===== src/rtl/match_score_ctrl.sv =====
// match_score_ctrl
//   Round sequencer for the two-player comparison scoring datapath.
//   It requests an operand pair, compares the pair, and then updates the
//   scores, the tie snapshot and the round count. A match ends after
//   ROUNDS rounds or as soon as either score reaches WIN_SCORE.
//
// Ports
//   clk, reset          clock; synchronous active-high reset
//   start               begin a match (honoured only in IDLE or DONE)
//   op_valid            upstream operand pair valid
//   a_val, b_val        player operands, W bits
//   op_req              ready to accept an operand pair (FETCH)
//   comp_out            10 = A>B, 01 = B>A, 00 = equal
//   score_a, score_b    saturating player scores
//   tie_snap            score_a before the increment on the most recent tie
//   round_cnt           rounds completed in this match
//   winner              00 none, 10 A, 01 B, 11 draw
//   busy, done          FETCH/COMPARE/UPDATE, DONE
//   state_dbg           current FSM state encoding
//
// Handshake: a pair transfers on a rising edge where op_valid && op_req.
// The upstream source holds a_val/b_val stable until that edge, and
// op_valid is ignored whenever op_req is low.
module match_score_ctrl #(
   parameter int W         = 4,
   parameter int SCORE_W   = 4,
   parameter int ROUNDS    = 8,
   parameter int WIN_SCORE = 5
) (
   input  logic               clk,
   input  logic               reset,
   input  logic               start,
   input  logic               op_valid,
   input  logic [W-1:0]       a_val,
   input  logic [W-1:0]       b_val,
   output logic               op_req,
   output logic [1:0]         comp_out,
   output logic [SCORE_W-1:0] score_a,
   output logic [SCORE_W-1:0] score_b,
   output logic [SCORE_W-1:0] tie_snap,
   output logic [SCORE_W-1:0] round_cnt,
   output logic [1:0]         winner,
   output logic               busy,
   output logic               done,
   output logic [2:0]         state_dbg
);

   typedef enum logic [2:0] {
      S_IDLE    = 3'd0,
      S_FETCH   = 3'd1,
      S_COMPARE = 3'd2,
      S_UPDATE  = 3'd3,
      S_DONE    = 3'd4
   } state_t;

   localparam logic [SCORE_W-1:0] SCORE_MAX = '1;
   localparam logic [SCORE_W-1:0] WIN_C     = SCORE_W'(WIN_SCORE);
   localparam logic [SCORE_W-1:0] ROUNDS_C  = SCORE_W'(ROUNDS);
   localparam logic [SCORE_W-1:0] ONE       = SCORE_W'(1);

   state_t             state_q, state_d;
   logic [W-1:0]       a_lat_q, a_lat_d;
   logic [W-1:0]       b_lat_q, b_lat_d;
   logic [1:0]         comp_q, comp_d;
   logic [SCORE_W-1:0] score_a_q, score_a_d;
   logic [SCORE_W-1:0] score_b_q, score_b_d;
   logic [SCORE_W-1:0] tie_q, tie_d;
   logic [SCORE_W-1:0] round_q, round_d;
   logic [1:0]         winner_q, winner_d;
   logic [SCORE_W-1:0] a_inc, b_inc;

   // Saturating increments: a score at its maximum stays there.
   assign a_inc = (score_a_q == SCORE_MAX) ? score_a_q : score_a_q + ONE;
   assign b_inc = (score_b_q == SCORE_MAX) ? score_b_q : score_b_q + ONE;

   always_comb begin
      state_d   = state_q;
      a_lat_d   = a_lat_q;
      b_lat_d   = b_lat_q;
      comp_d    = comp_q;
      score_a_d = score_a_q;
      score_b_d = score_b_q;
      tie_d     = tie_q;
      round_d   = round_q;
      winner_d  = winner_q;

      case (state_q)
         S_IDLE, S_DONE: begin
            if (start) begin
               state_d   = S_FETCH;
               comp_d    = 2'b00;
               score_a_d = '0;
               score_b_d = '0;
               tie_d     = '0;
               round_d   = '0;
               winner_d  = 2'b00;
            end
         end
         S_FETCH: begin
            if (op_valid) begin
               a_lat_d = a_val;
               b_lat_d = b_val;
               state_d = S_COMPARE;
            end
         end
         S_COMPARE: begin
            if (a_lat_q > b_lat_q)      comp_d = 2'b10;
            else if (b_lat_q > a_lat_q) comp_d = 2'b01;
            else                        comp_d = 2'b00;
            state_d = S_UPDATE;
         end
         S_UPDATE: begin
            case (comp_q)
               2'b10:   score_a_d = a_inc;
               2'b01:   score_b_d = b_inc;
               default: begin
                  tie_d     = score_a_q;
                  score_a_d = a_inc;
                  score_b_d = b_inc;
               end
            endcase
            round_d = round_q + ONE;
            // End check and winner use the post-update values.
            if (score_a_d >= WIN_C || score_b_d >= WIN_C || round_d == ROUNDS_C) begin
               state_d = S_DONE;
               if (score_a_d > score_b_d)      winner_d = 2'b10;
               else if (score_b_d > score_a_d) winner_d = 2'b01;
               else                            winner_d = 2'b11;
            end else begin
               state_d = S_FETCH;
            end
         end
         default: state_d = S_IDLE;
      endcase
   end

   always_ff @(posedge clk) begin
      if (reset) begin
         state_q   <= S_IDLE;
         a_lat_q   <= '0;
         b_lat_q   <= '0;
         comp_q    <= 2'b00;
         score_a_q <= '0;
         score_b_q <= '0;
         tie_q     <= '0;
         round_q   <= '0;
         winner_q  <= 2'b00;
      end else begin
         state_q   <= state_d;
         a_lat_q   <= a_lat_d;
         b_lat_q   <= b_lat_d;
         comp_q    <= comp_d;
         score_a_q <= score_a_d;
         score_b_q <= score_b_d;
         tie_q     <= tie_d;
         round_q   <= round_d;
         winner_q  <= winner_d;
      end
   end

   assign op_req    = (state_q == S_FETCH);
   assign busy      = (state_q == S_FETCH) || (state_q == S_COMPARE) || (state_q == S_UPDATE);
   assign done      = (state_q == S_DONE);
   assign comp_out  = comp_q;
   assign score_a   = score_a_q;
   assign score_b   = score_b_q;
   assign tie_snap  = tie_q;
   assign round_cnt = round_q;
   assign winner    = winner_q;
   assign state_dbg = state_q;

endmodule


===== config.mk =====
export PLATFORM = sky130hd
export DESIGN_NAME = match_score_ctrl
export DESIGN_NICKNAME = d
export VERILOG_FILES = /design/src/rtl/match_score_ctrl.sv
export SDC_FILE = /design/constraint.sdc
export NUM_CORES = 1
export LEC_CHECK = 0
export ABC_AREA = 1
export CORE_ASPECT_RATIO = 1.2
export CORE_MARGIN = 2
export CORE_UTILIZATION = 44
export CTS_BUF_LIST = sky130_fd_sc_hd__clkbuf_4 sky130_fd_sc_hd__clkbuf_8 sky130_fd_sc_hd__clkbuf_16
export CTS_CLUSTER_SIZE = 20
export DETAILED_ROUTE_END_ITERATION = 6
export PLACE_DENSITY = 0.74
export SLEW_MARGIN = 20
export SYNTH_ARGS = -nofsm -noshare
export SYNTH_HDL_FRONTEND = slang
export SYNTH_SLANG_ARGS = --single-unit

===== constraint.sdc =====
create_clock -name clk -period 4.35 [get_ports clk]
set_input_delay 0.87 -clock clk [delete_from_list [all_inputs] [get_ports clk]]
set_output_delay 0.87 -clock clk [all_outputs]
set_load 0.02 [all_outputs]

# == Word-level counts from Yosys, hierarchy flattened ==
# Index checks and enable logic that the tools add are counted.
# totals
mem_bits_rw,0
latch_bits,0
reg_bits,31
mem_count,0
romBits,0
out_inout_bits,26
inputBits,12
wordCells,70
# classes
eq_ne,13
n_lt_le_gt_ge,6
div_mod_pow,0
n_mul,0
n_reduce_logical,15
n_shift,0
bitwise,0
muxes,24
addsub,3
# ops
cell,count
two-way mux 4 bit,8
one-hot mux 4 bit (2 select lines),4
> comparator 4 bit,4
"adder 4 x 1 -> 4 bit, second input constant",3
"== test 4 bit, second input constant",3
one-hot mux 3 bit (4 select lines),1
two-way mux 2 bit,5
two-way mux 3 bit,3
">= comparator 4 x 3 -> 1 bit, second input constant",2
"!= test 2 bit, second input constant",4
one-hot mux 2 bit (2 select lines),2
AND reduction 2 bit,4
"== test 3 x 2 -> 1 bit, second input constant",2
AND reduction 3 bit,2
logical OR 1 bit,4
nonzero test 2 bit,2
OR reduction 2 bit,2
"== test 3 x 1 -> 1 bit, second input constant",1
"== test 3 bit, second input constant",1
zero test 3 bit,1
"== test 2 x 1 -> 1 bit, second input constant",1
"== test 2 bit, second input constant",1
two-way mux 1 bit,1

# == Logic depth before layout (Yosys ltp) ==
# Gate-level depths: netlist (run 1).
# logic_depth
ltp_word,9
mapped_depth,16
ltp_nobuf,16

# == Worst setup path after synthesis (run 1) ==
# Ideal clock, no wire load.
# synth_timing
kind,reg2reg
start,"reg score_a_q[0], in the netlist score_a[0]"
end,"reg winner_q[1], in the netlist winner[1]"
synth_period_minus_slack_ps,2019
setup_time_ps,113
required_ps,4237
arrival_time_ps,1906
path_buffers,0
path_stages_with_launch,15
path_slack_ps,2331
path_cell_list,dfxtp_1 ha_1 nand3_2 nand2_2 nor2_1 nor2_4 inv_1 ha_1 nand2_1 nor2_1 nor3_1 a31oi_1 nor2_1 nor2_1 nor2_1
# synth_between
elab_chain_cells,9
word_cells_on_any_way,16
classes_between,add/sub (1); order compare (3); eq/ne (2); mux (7); reduce/logical (3)
# synth_lines
element,line,text
from (decl),65,"logic [SCORE_W-1:0] score_a_q, score_a_d;"
from (signal assigned),153,score_a_q <= score_a_d;
adder 4 x 1 -> 4 bit / == test 4 bit (equally long branches),73,assign a_inc = (score_a_q == SCORE_MAX) ? score_a_q : score_a_q + ONE;
two-way mux 4 bit,73,
two-way mux 4 bit (*),113,case (comp_q)
two-way mux 4 bit (*),87,case (state_q)
> comparator 4 bit / >= comparator 4 x 3 -> 1 bit (equally long branches),"127, 124",
two-way mux 2 bit / logical OR 1 bit (equally long branches),"127, 124",
two-way mux 2 bit / logical OR 1 bit (equally long branches),"126, 124",
two-way mux 2 bit / != test 2 bit (equally long branches),--,
one-hot mux 2 bit (2 select lines) / AND reduction 3 bit (equally long branches),--,
to (signal assigned),157,winner_q <= winner_d;
to (decl),69,"logic [1:0] winner_q, winner_d;"
# Mark *: on every way between the ends. The rest lies on a longest branch, timed or not. The select of a mux whose other input is x is not followed.
# A chain may end at the register's enable or synchronous reset.

# == Worst setup path in the final report (run 1) ==
# layout_timing
start,"reg state_q[0], in the netlist state_dbg[0]"
end,out op_req
# layout_between
elab_chain_cells,1
# layout_lines
element,line,text
from (decl),61,"state_t state_q, state_d;"
from (signal assigned),149,state_q <= state_d;
== test 3 x 1 -> 1 bit,161,assign op_req = (state_q == S_FETCH);
to (decl),36,"output logic op_req,"
# No other way between the ends.

==> results of run 1 <==
==> synth_stat cells <==
cell,number
sky130_fd_sc_hd__a211oi_1,2
sky130_fd_sc_hd__a21oi_1,23
sky130_fd_sc_hd__a21oi_2,2
sky130_fd_sc_hd__a22oi_1,4
sky130_fd_sc_hd__a31oi_1,1
sky130_fd_sc_hd__buf_1,1
sky130_fd_sc_hd__buf_2,3
sky130_fd_sc_hd__clkbuf_1,2
sky130_fd_sc_hd__clkinv_1,1
sky130_fd_sc_hd__dfxtp_1,31
sky130_fd_sc_hd__ha_1,13
sky130_fd_sc_hd__inv_1,30
sky130_fd_sc_hd__inv_2,5
sky130_fd_sc_hd__nand2_1,54
sky130_fd_sc_hd__nand2_2,10
sky130_fd_sc_hd__nand3_1,12
sky130_fd_sc_hd__nand3_2,1
sky130_fd_sc_hd__nand3b_1,3
sky130_fd_sc_hd__nand4_2,1
sky130_fd_sc_hd__nor2_1,29
sky130_fd_sc_hd__nor2_4,2
sky130_fd_sc_hd__nor3_1,2
sky130_fd_sc_hd__o21ai_0,11
sky130_fd_sc_hd__o21ai_1,3
sky130_fd_sc_hd__or2_2,1
sky130_fd_sc_hd__xor2_1,1
==> worst max-delay path: cells and delay by family, from the launching register on <==
kind,cells,cell delay [ps]
flip-flops,1,390
buffers and inverters,3,750
AND/OR/NAND/NOR,2,220
==> stage by stage <==
| stage | instances | power (W) | setup WS (ps) |
|---|---|---|---|
| 3_3_place_gp | 331 | 0.0005253 | 1808 |
| 4_1_cts | 339 | 0.0007570 | 1824 |
| 6_report | 339 | 0.0007474 | 1831 |
| 3_5_place_dp | 331 | 0.0005293 | 1746 |
| 5_1_grt | 339 | 0.0008012 | 1693 |
| 2_1_floorplan | 248 | 0.0004614 | 2331 |
==> cells in the final DEF, fill, tap and decap left out, drive strengths merged, types with 4 or more instances in the layout <==
| cell | count |
|---|---|
| ha | 13 |
| nand3 | 13 |
| nor2 | 31 |
| dfxtp | 31 |
| clkbuf | 6 |
| a21oi | 25 |
| nand2 | 64 |
| clkdlybuf4s50 | 37 |
| inv | 35 |
| a22oi | 4 |
| o21ai | 14 |
==> layout make-up <==
class                   instances  area [um^2]  area share, %
clock buffers                   6        76.32          3.433
clock inverters                 2        12.51         0.5627
inverters                      36        135.1          6.078
multi-input cells             175        943.4          42.43
flip-flops and latches         31        620.6          27.91
well taps                      52        65.06          2.926
repair buffers                 37        370.4          16.66
==> logic make-up (layout without fill, tap and decap cells) <==
kind of cell / count (synthesis) / count (layout)
AND/OR/NAND/NOR: 115 / 115
AO/OA/AOI/OAI: 46 / 46
buffers and inverters: 42 / 81
flip-flops: 31 / 31
adder cells (fa/ha/maj): 13 / 13
XOR/XNOR: 1 / 1
==> state kept, by name, summed over array words and instances, names as in the netlist <==
name	cells
round_cnt	4
a_lat_q	4
winner	2
comp_out	2
state_dbg	3
tie_snap	4
score_b	4
score_a	4
b_lat_q	4
==> power groups by stage <==
stage          Clock, W  Combinational [W]  Sequential, W
2_1_floorplan         0           0.000131       0.000331
3_3_place_gp          0           0.000202       0.000323
3_5_place_dp          0           0.000206       0.000323
4_1_cts        0.000233           0.000207       0.000317
5_1_grt        0.000249           0.000233       0.000320
6_report       0.000225           0.000205       0.000317
==> worst paths after layout <==
path	endpoint	cells past startpoint	slack (ps)
hold / removal	a_lat_q[3]	2	470
hold reg to reg	a_lat_q[3]	2	470
setup reg to reg	winner[1]	14	2200
setup / recovery	op_req	5	1830
==> layer usage <==
| metal | routed length (um) | part of all wire [%] | global-route usage, % | vias to the layer above |
|---|---|---|---|---|
| met3 | 150 | 4.0 | 6.383 | 4 |
| met1 | 1722 | 46 | 23.76 | 748 |
| met2 | 1846 | 49 | 31.32 | 30 |
| li1 | - | - | - | 869 |
| met5 | 0 | 0 | 0 | - |
| met4 | 46 | 1.2 | 7.246 | 0 |
==> flow_summary_export.csv, run 1 <==
group,metric,value,unit
run_status,status,"finished, final reports clean",
critical_path,critical_path_arrival,1650,ps
place,placement.cell_area,2135,um^2
timing,final.setup.tns,0,ps
global_routing,antenna_found_initial,0,
synthesis,synth_top_area_share,35.97,%
global_routing,grt_overflow_total,0,
clock_network,holdBufCountCts,0,
synthesis,ys_top_cells_by_area,"sky130_fd_sc_hd__dfxtp_1 36%, sky130_fd_sc_hd__nand2_1 12%, sky130_fd_sc_hd__ha_1 9.4%",
power_and_ir_drop,seq_power_share,42.5,%
global_routing,largest_net_degree_at_the_start_of_global_routing,22,
clock_network,clockRootBuffer,"sky130_fd_sc_hd__clkbuf_8",
power_and_ir_drop,p_sw_share,32.68,%
power_and_ir_drop,internal_power,0.0005032,W
synthesis,synthesized_area_fraction_occupied_by_and_or_nand_nor_cells,30.02,%
timing,fin_skew,6.658,ps
detailed_routing,detailroute.via_count,1651,
critical_path,category_of_the_worst_setup_path_launch_point,"flip-flop",
detailed_routing,final_antenna_net_count,0,
cells_and_area,fill_cells,363,
floorplan,die_y,72.60,um
clock_network,cts_inserted_buffers,5,
place,gp_congestion,0.7945,
floorplan,ioPinCount,38,
critical_path,worst-endpoint-required,3480,ps
synthesis,synth.net_count,273,
timing,tightest_pin_transition,841.8,ps
critical_path,critical_path.endpoint_type,"output pin",
cells_and_area,insertedDiodeCount,0,
synthesis,largest_family_of_logic_cells_by_synthesized_area,"simple AND/OR/NAND/NOR gates",
power_and_ir_drop,peakVddDrop,0.0002389,V
detailed_routing,via_per_instance_ratio,4.870,
clock_network,clk_pin_slew,70,ps
timing,final.hold.worst_slack,466.3,ps
place,detailedPlacementHpwl,2796,um
power_and_ir_drop,pwr_density_cell,336.2,nW/um^2
critical_path,path_common_cell,"sky130_fd_sc_hd__inv_1",
critical_path,crit_chain,"inv_1 > nor2_1 > nand2_1 > inv_1 > clkdlybuf4s50_1",
floorplan,design.die.area,4440,um^2
synthesis,netlist_area,1725,um^2
power_and_ir_drop,total_leakage_power,0.9131,nW
power_and_ir_drop,logic_pwr_share,27.4,%
synthesis,synth_largest_area_cell,"sky130_fd_sc_hd__dfxtp_1",
clock_network,cts_buffer_depth,2,
floorplan,fp.coreArea,3694,um^2
synthesis,synth_adder_area_share,9.427,%
cells_and_area,postLayoutCellArea,2223,um^2
timing,fin_crit,2519,ps
synthesis,synth_compound_area_share,14.72,%
floorplan,row_count,24,
critical_path,worst_path_largest_cell_delay,600,ps
floorplan,die_width,61.17,um
cells_and_area,area_delta_synth_final,28.86,%
timing,fmaxAchievable,0.3970,GHz
cells_and_area,layout.nets,311,
power_and_ir_drop,power.net_switching,0.0002442,W
cells_and_area,postLayoutCoreUtil,60.20,%
synthesis,yosysWarnings,0,
detailed_routing,wire_per_inst,11.11,um
clock_network,count_of_clock_tree_sinks,31,
clock_network,cts-resized-gates,0,
global_routing,track_usage,19.47,%
detailed_routing,drc,0,
power_and_ir_drop,clockPowerShare,30.1,%
timing,final-max-slew-violation-count,0,
synthesis,syn_area_per_cell,6.957,um^2
clock_network,tritoncts,"yes",
synthesis,yosys.area_share.xor_xnor,0.5076,%
job,drv_cap,0,
timing,final-hold-violation-count,0,
timing,relSlewSlack,43.71,%
cells_and_area,final_layout_size_suffix_gt1_share,10.45,%
min_path,worst_hold_path_type,"reg2reg",
critical_path,crit_fanout,4,
synthesis,seq_area_frac_synth,35.97,%
global_routing,grt_pass1_wl,6465,um
critical_path,slowest_stage_cell_on_the_critical_path,"sky130_fd_sc_hd__clkdlybuf4s50_1",
synthesis,synth.lib_cells_used.distinct,26,
critical_path,crit-reg2reg-launch,"score_a[0]",
timing,grt_setup_unrepaired,"false",
global_routing,number_of_global_route_vias_before_repair,1494,
critical_path,critPathLaunch,"state_dbg[0]",
clock_network,worstSkewPairLatency,290,ps
synthesis,ys_ff_latch,31,
detailed_routing,first_iter_violations,80,
clock_network,cts_max_level,2,
clock_network,cts_post_setup_buffers_inserted,0,
timing,setup_viol,0,
min_path,holdCritStartpoint,"a_lat_q[3]",
place,io_buffers,37,
synthesis,syn-instance-count,248,
detailed_routing,totalWireLength,3766,um
critical_path,timing_worst_setup_path_type,"reg2out",
timing,period_share,57.91,%
floorplan,start_util,46.71,%
detailed_routing,drt_first_pass_iters,4,
synthesis,muxShareOfSynthArea,0,%
No activity file was read; power rests on OpenSTA's default activity.
==> run 2: changes to the inputs <==
--- a/config.mk
+++ b/config.mk
@@ -12,7 +12,7 @@
 export CTS_BUF_LIST = sky130_fd_sc_hd__clkbuf_4 sky130_fd_sc_hd__clkbuf_8 sky130_fd_sc_hd__clkbuf_16
 export CTS_CLUSTER_SIZE = 20
 export DETAILED_ROUTE_END_ITERATION = 6
-export PLACE_DENSITY = 0.74
+export PLACE_DENSITY = 0.77
 export SLEW_MARGIN = 20
 export SYNTH_ARGS = -nofsm -noshare
 export SYNTH_HDL_FRONTEND = slang
==> constraint.sdc (replaced) <==
create_clock -name clk -period 2.2 [get_ports clk]
set_input_delay 0.44 -clock clk [delete_from_list [all_inputs] [get_ports clk]]
set_output_delay 0.44 -clock clk [all_outputs]
set_load 0.02 [all_outputs]
==> flow_summary_export.csv, run 2 (synthesized netlist as in run 1, its figures left out) <==
group,metric,value,unit
timing,relSlewSlack,79.80,%
power_and_ir_drop,pwr_density_cell,707.0,nW/um^2
critical_path,timing_worst_setup_path_type,"reg2out",
clock_network,clk_pin_slew,70,ps
critical_path,path_common_cell,"sky130_fd_sc_hd__inv_1",
cells_and_area,commonest_cells_after_routing_fill_and_taps_aside,"54 x sky130_fd_sc_hd__nand2_1, 37 x sky130_fd_sc_hd__clkdlybuf4s50_1, 30 x sky130_fd_sc_hd__inv_1",
cells_and_area,layout.cells.most_common,"sky130_fd_sc_hd__nand2_1",
floorplan,start_util,46.71,%
timing,final.setup.tns,0,ps
detailed_routing,final_antenna_net_count,0,
critical_path,critical_path_arrival,1640,ps
job,drv_cap,0,
timing,fmaxAchievable,0.4811,GHz
critical_path,crit_chain,"inv_1 > nor2_1 > nand2_1 > inv_1 > clkdlybuf4s50_1",
timing,tightest_pin_transition,302.7,ps
floorplan,design.die.area,4440,um^2
cells_and_area,layout.nets,313,
critical_path,category_of_the_worst_setup_path_launch_point,"flip-flop",
timing,final.setup.worst_slack,121.6,ps
critical_path,worst_path_largest_cell_delay,600,ps
global_routing,grt_overflow_total,0,
timing,final-hold-violation-count,0,
cells_and_area,insertedDiodeCount,0,
cells_and_area,area_delta_synth_final,32.63,%
run_status,status,"finished, final reports clean",
floorplan,fp.coreArea,3694,um^2
critical_path,worstPathBufferInverterCount,3,
clock_network,holdBufCountCts,0,
critical_path,reg2reg_slack,180,ps
place,io_buffers,37,
place,detailedPlacementHpwl,2813,um
global_routing,track_usage,19.30,%
power_and_ir_drop,peakVddDrop,0.0004431,V
power_and_ir_drop,total_leakage_power,0.9405,nW
global_routing,number_of_global_route_vias_before_repair,1561,
global_routing,largest_net_degree_at_the_start_of_global_routing,21,
place,post-place-ws,161.4,ps
clock_network,tritoncts,"yes",
detailed_routing,first_iter_violations,95,
detailed_routing,drc,0,
critical_path,crit_fanout,4,
timing,grt_setup_unrepaired,"false",
timing,setup_viol,0,
detailed_routing,drt_first_pass_iters,4,
place,gp_congestion,0.8505,
floorplan,die_y,72.60,um
detailed_routing,totalWireLength,3713,um
timing,fin_skew,9.486,ps
min_path,worst_hold_path_type,"reg2reg",
critical_path,critical_path.endpoint_type,"output pin",
critical_path,worst-endpoint-required,1760,ps
floorplan,ioPinCount,38,
clock_network,cts_inserted_buffers,5,
clock_network,worstSkewPairLatency,290,ps
global_routing,antenna_found_initial,0,
floorplan,row_count,24,
detailed_routing,wire_per_inst,10.89,um
cells_and_area,final_layout_size_suffix_gt1_share,14.19,%
timing,period_share,94.47,%
critical_path,cp_top_family,"buffers and inverters",
clock_network,clockRootBuffer,"sky130_fd_sc_hd__clkbuf_8",
clock_network,cts_buffer_depth,2,
clock_network,cts_post_setup_buffers_inserted,0,
timing,fin_crit,2078,ps
floorplan,die_width,61.17,um
clock_network,cts_max_level,2,
timing,final-max-slew-violation-count,0,
clock_network,cts-resized-gates,0,
detailed_routing,via_per_instance_ratio,4.842,
critical_path,slowest_stage_cell_on_the_critical_path,"sky130_fd_sc_hd__clkdlybuf4s50_1",
detailed_routing,detailroute.via_count,1651,
global_routing,grt_pass1_wl,6465,um
clock_network,count_of_clock_tree_sinks,31,
==> run 2: cell types whose count changed in the layout (fill, tap and decap cells not counted), moves of 2 or more <==
cell / delta
sky130_fd_sc_hd__ha_2: +2
sky130_fd_sc_hd__dfxtp_2: +5
sky130_fd_sc_hd__dfxtp_1: -5
sky130_fd_sc_hd__ha_1: -2
sky130_fd_sc_hd__buf_4: +2
==> run 2: worst register-to-register path, stage by stage (launching register included) <==
cell,delay (ps)
sky130_fd_sc_hd__dfxtp_1,380
sky130_fd_sc_hd__inv_1,60
sky130_fd_sc_hd__ha_1,230
sky130_fd_sc_hd__nor2_1,120
sky130_fd_sc_hd__nand3_1,110
sky130_fd_sc_hd__nand2_2,100
sky130_fd_sc_hd__inv_1,50
sky130_fd_sc_hd__ha_1,290
sky130_fd_sc_hd__nand2_1,70
sky130_fd_sc_hd__nor2_1,130
sky130_fd_sc_hd__nor3_2,50
sky130_fd_sc_hd__a31oi_1,130
sky130_fd_sc_hd__nor2_1,50
sky130_fd_sc_hd__nor2_1,100
sky130_fd_sc_hd__nor2_1,50
==> run 2: metrics by stage <==
stage	std cells	util [%]	total power (W)	cell area (um^2)	hold slack [ps]
floorplan	248	-	0.0009124	1725	433.9
global placement	333	58.20	0.001043	2150	447.9
detailed placement	333	58.20	0.001050	2150	452.4
CTS	341	61.38	0.001635	2267	463.3
global route	341	61.96	0.001718	2288	482.9
finish	341	61.96	0.001618	2288	465.3
==> run 2: routing by layer <==
layer	GRT usage (%)	up-vias	wire length [um]
met3	6.560	6	165
met2	32.15	31	1862
li1	-	878	-
met5	0	-	0
met1	22.16	736	1624
met4	7.729	0	60
==> run 2: final timing paths <==
path / start / endpoint / cells past startpoint
min reg2reg: a_lat_q[2] / a_lat_q[2] / 2
max: state_dbg[0] / op_req / 5
min: a_lat_q[2] / a_lat_q[2] / 2
max reg2reg: comp_out[0] / winner[1] / 14
==> run 2: layout make-up <==
class | count | area [um^2]
clock buffer | 6 | 82.58
clock inverter | 2 | 35.03
fill | 341 | 1405
inverter | 36 | 135.1
multi-input combinational | 175 | 958.4
sequential | 31 | 626.9
tap | 52 | 65.06
timing repair buffer | 39 | 385.4
==> run 2: report_power, final <==
group / leakage, nW / switching [W] / total [W] / internal [W]
Sequential: 0.254 / 0.0000266 / 0.000627 / 0.000601
Clock: 0.0612 / 0.000215 / 0.000581 / 0.000366
Combinational: 0.626 / 0.000242 / 0.000409 / 0.000167
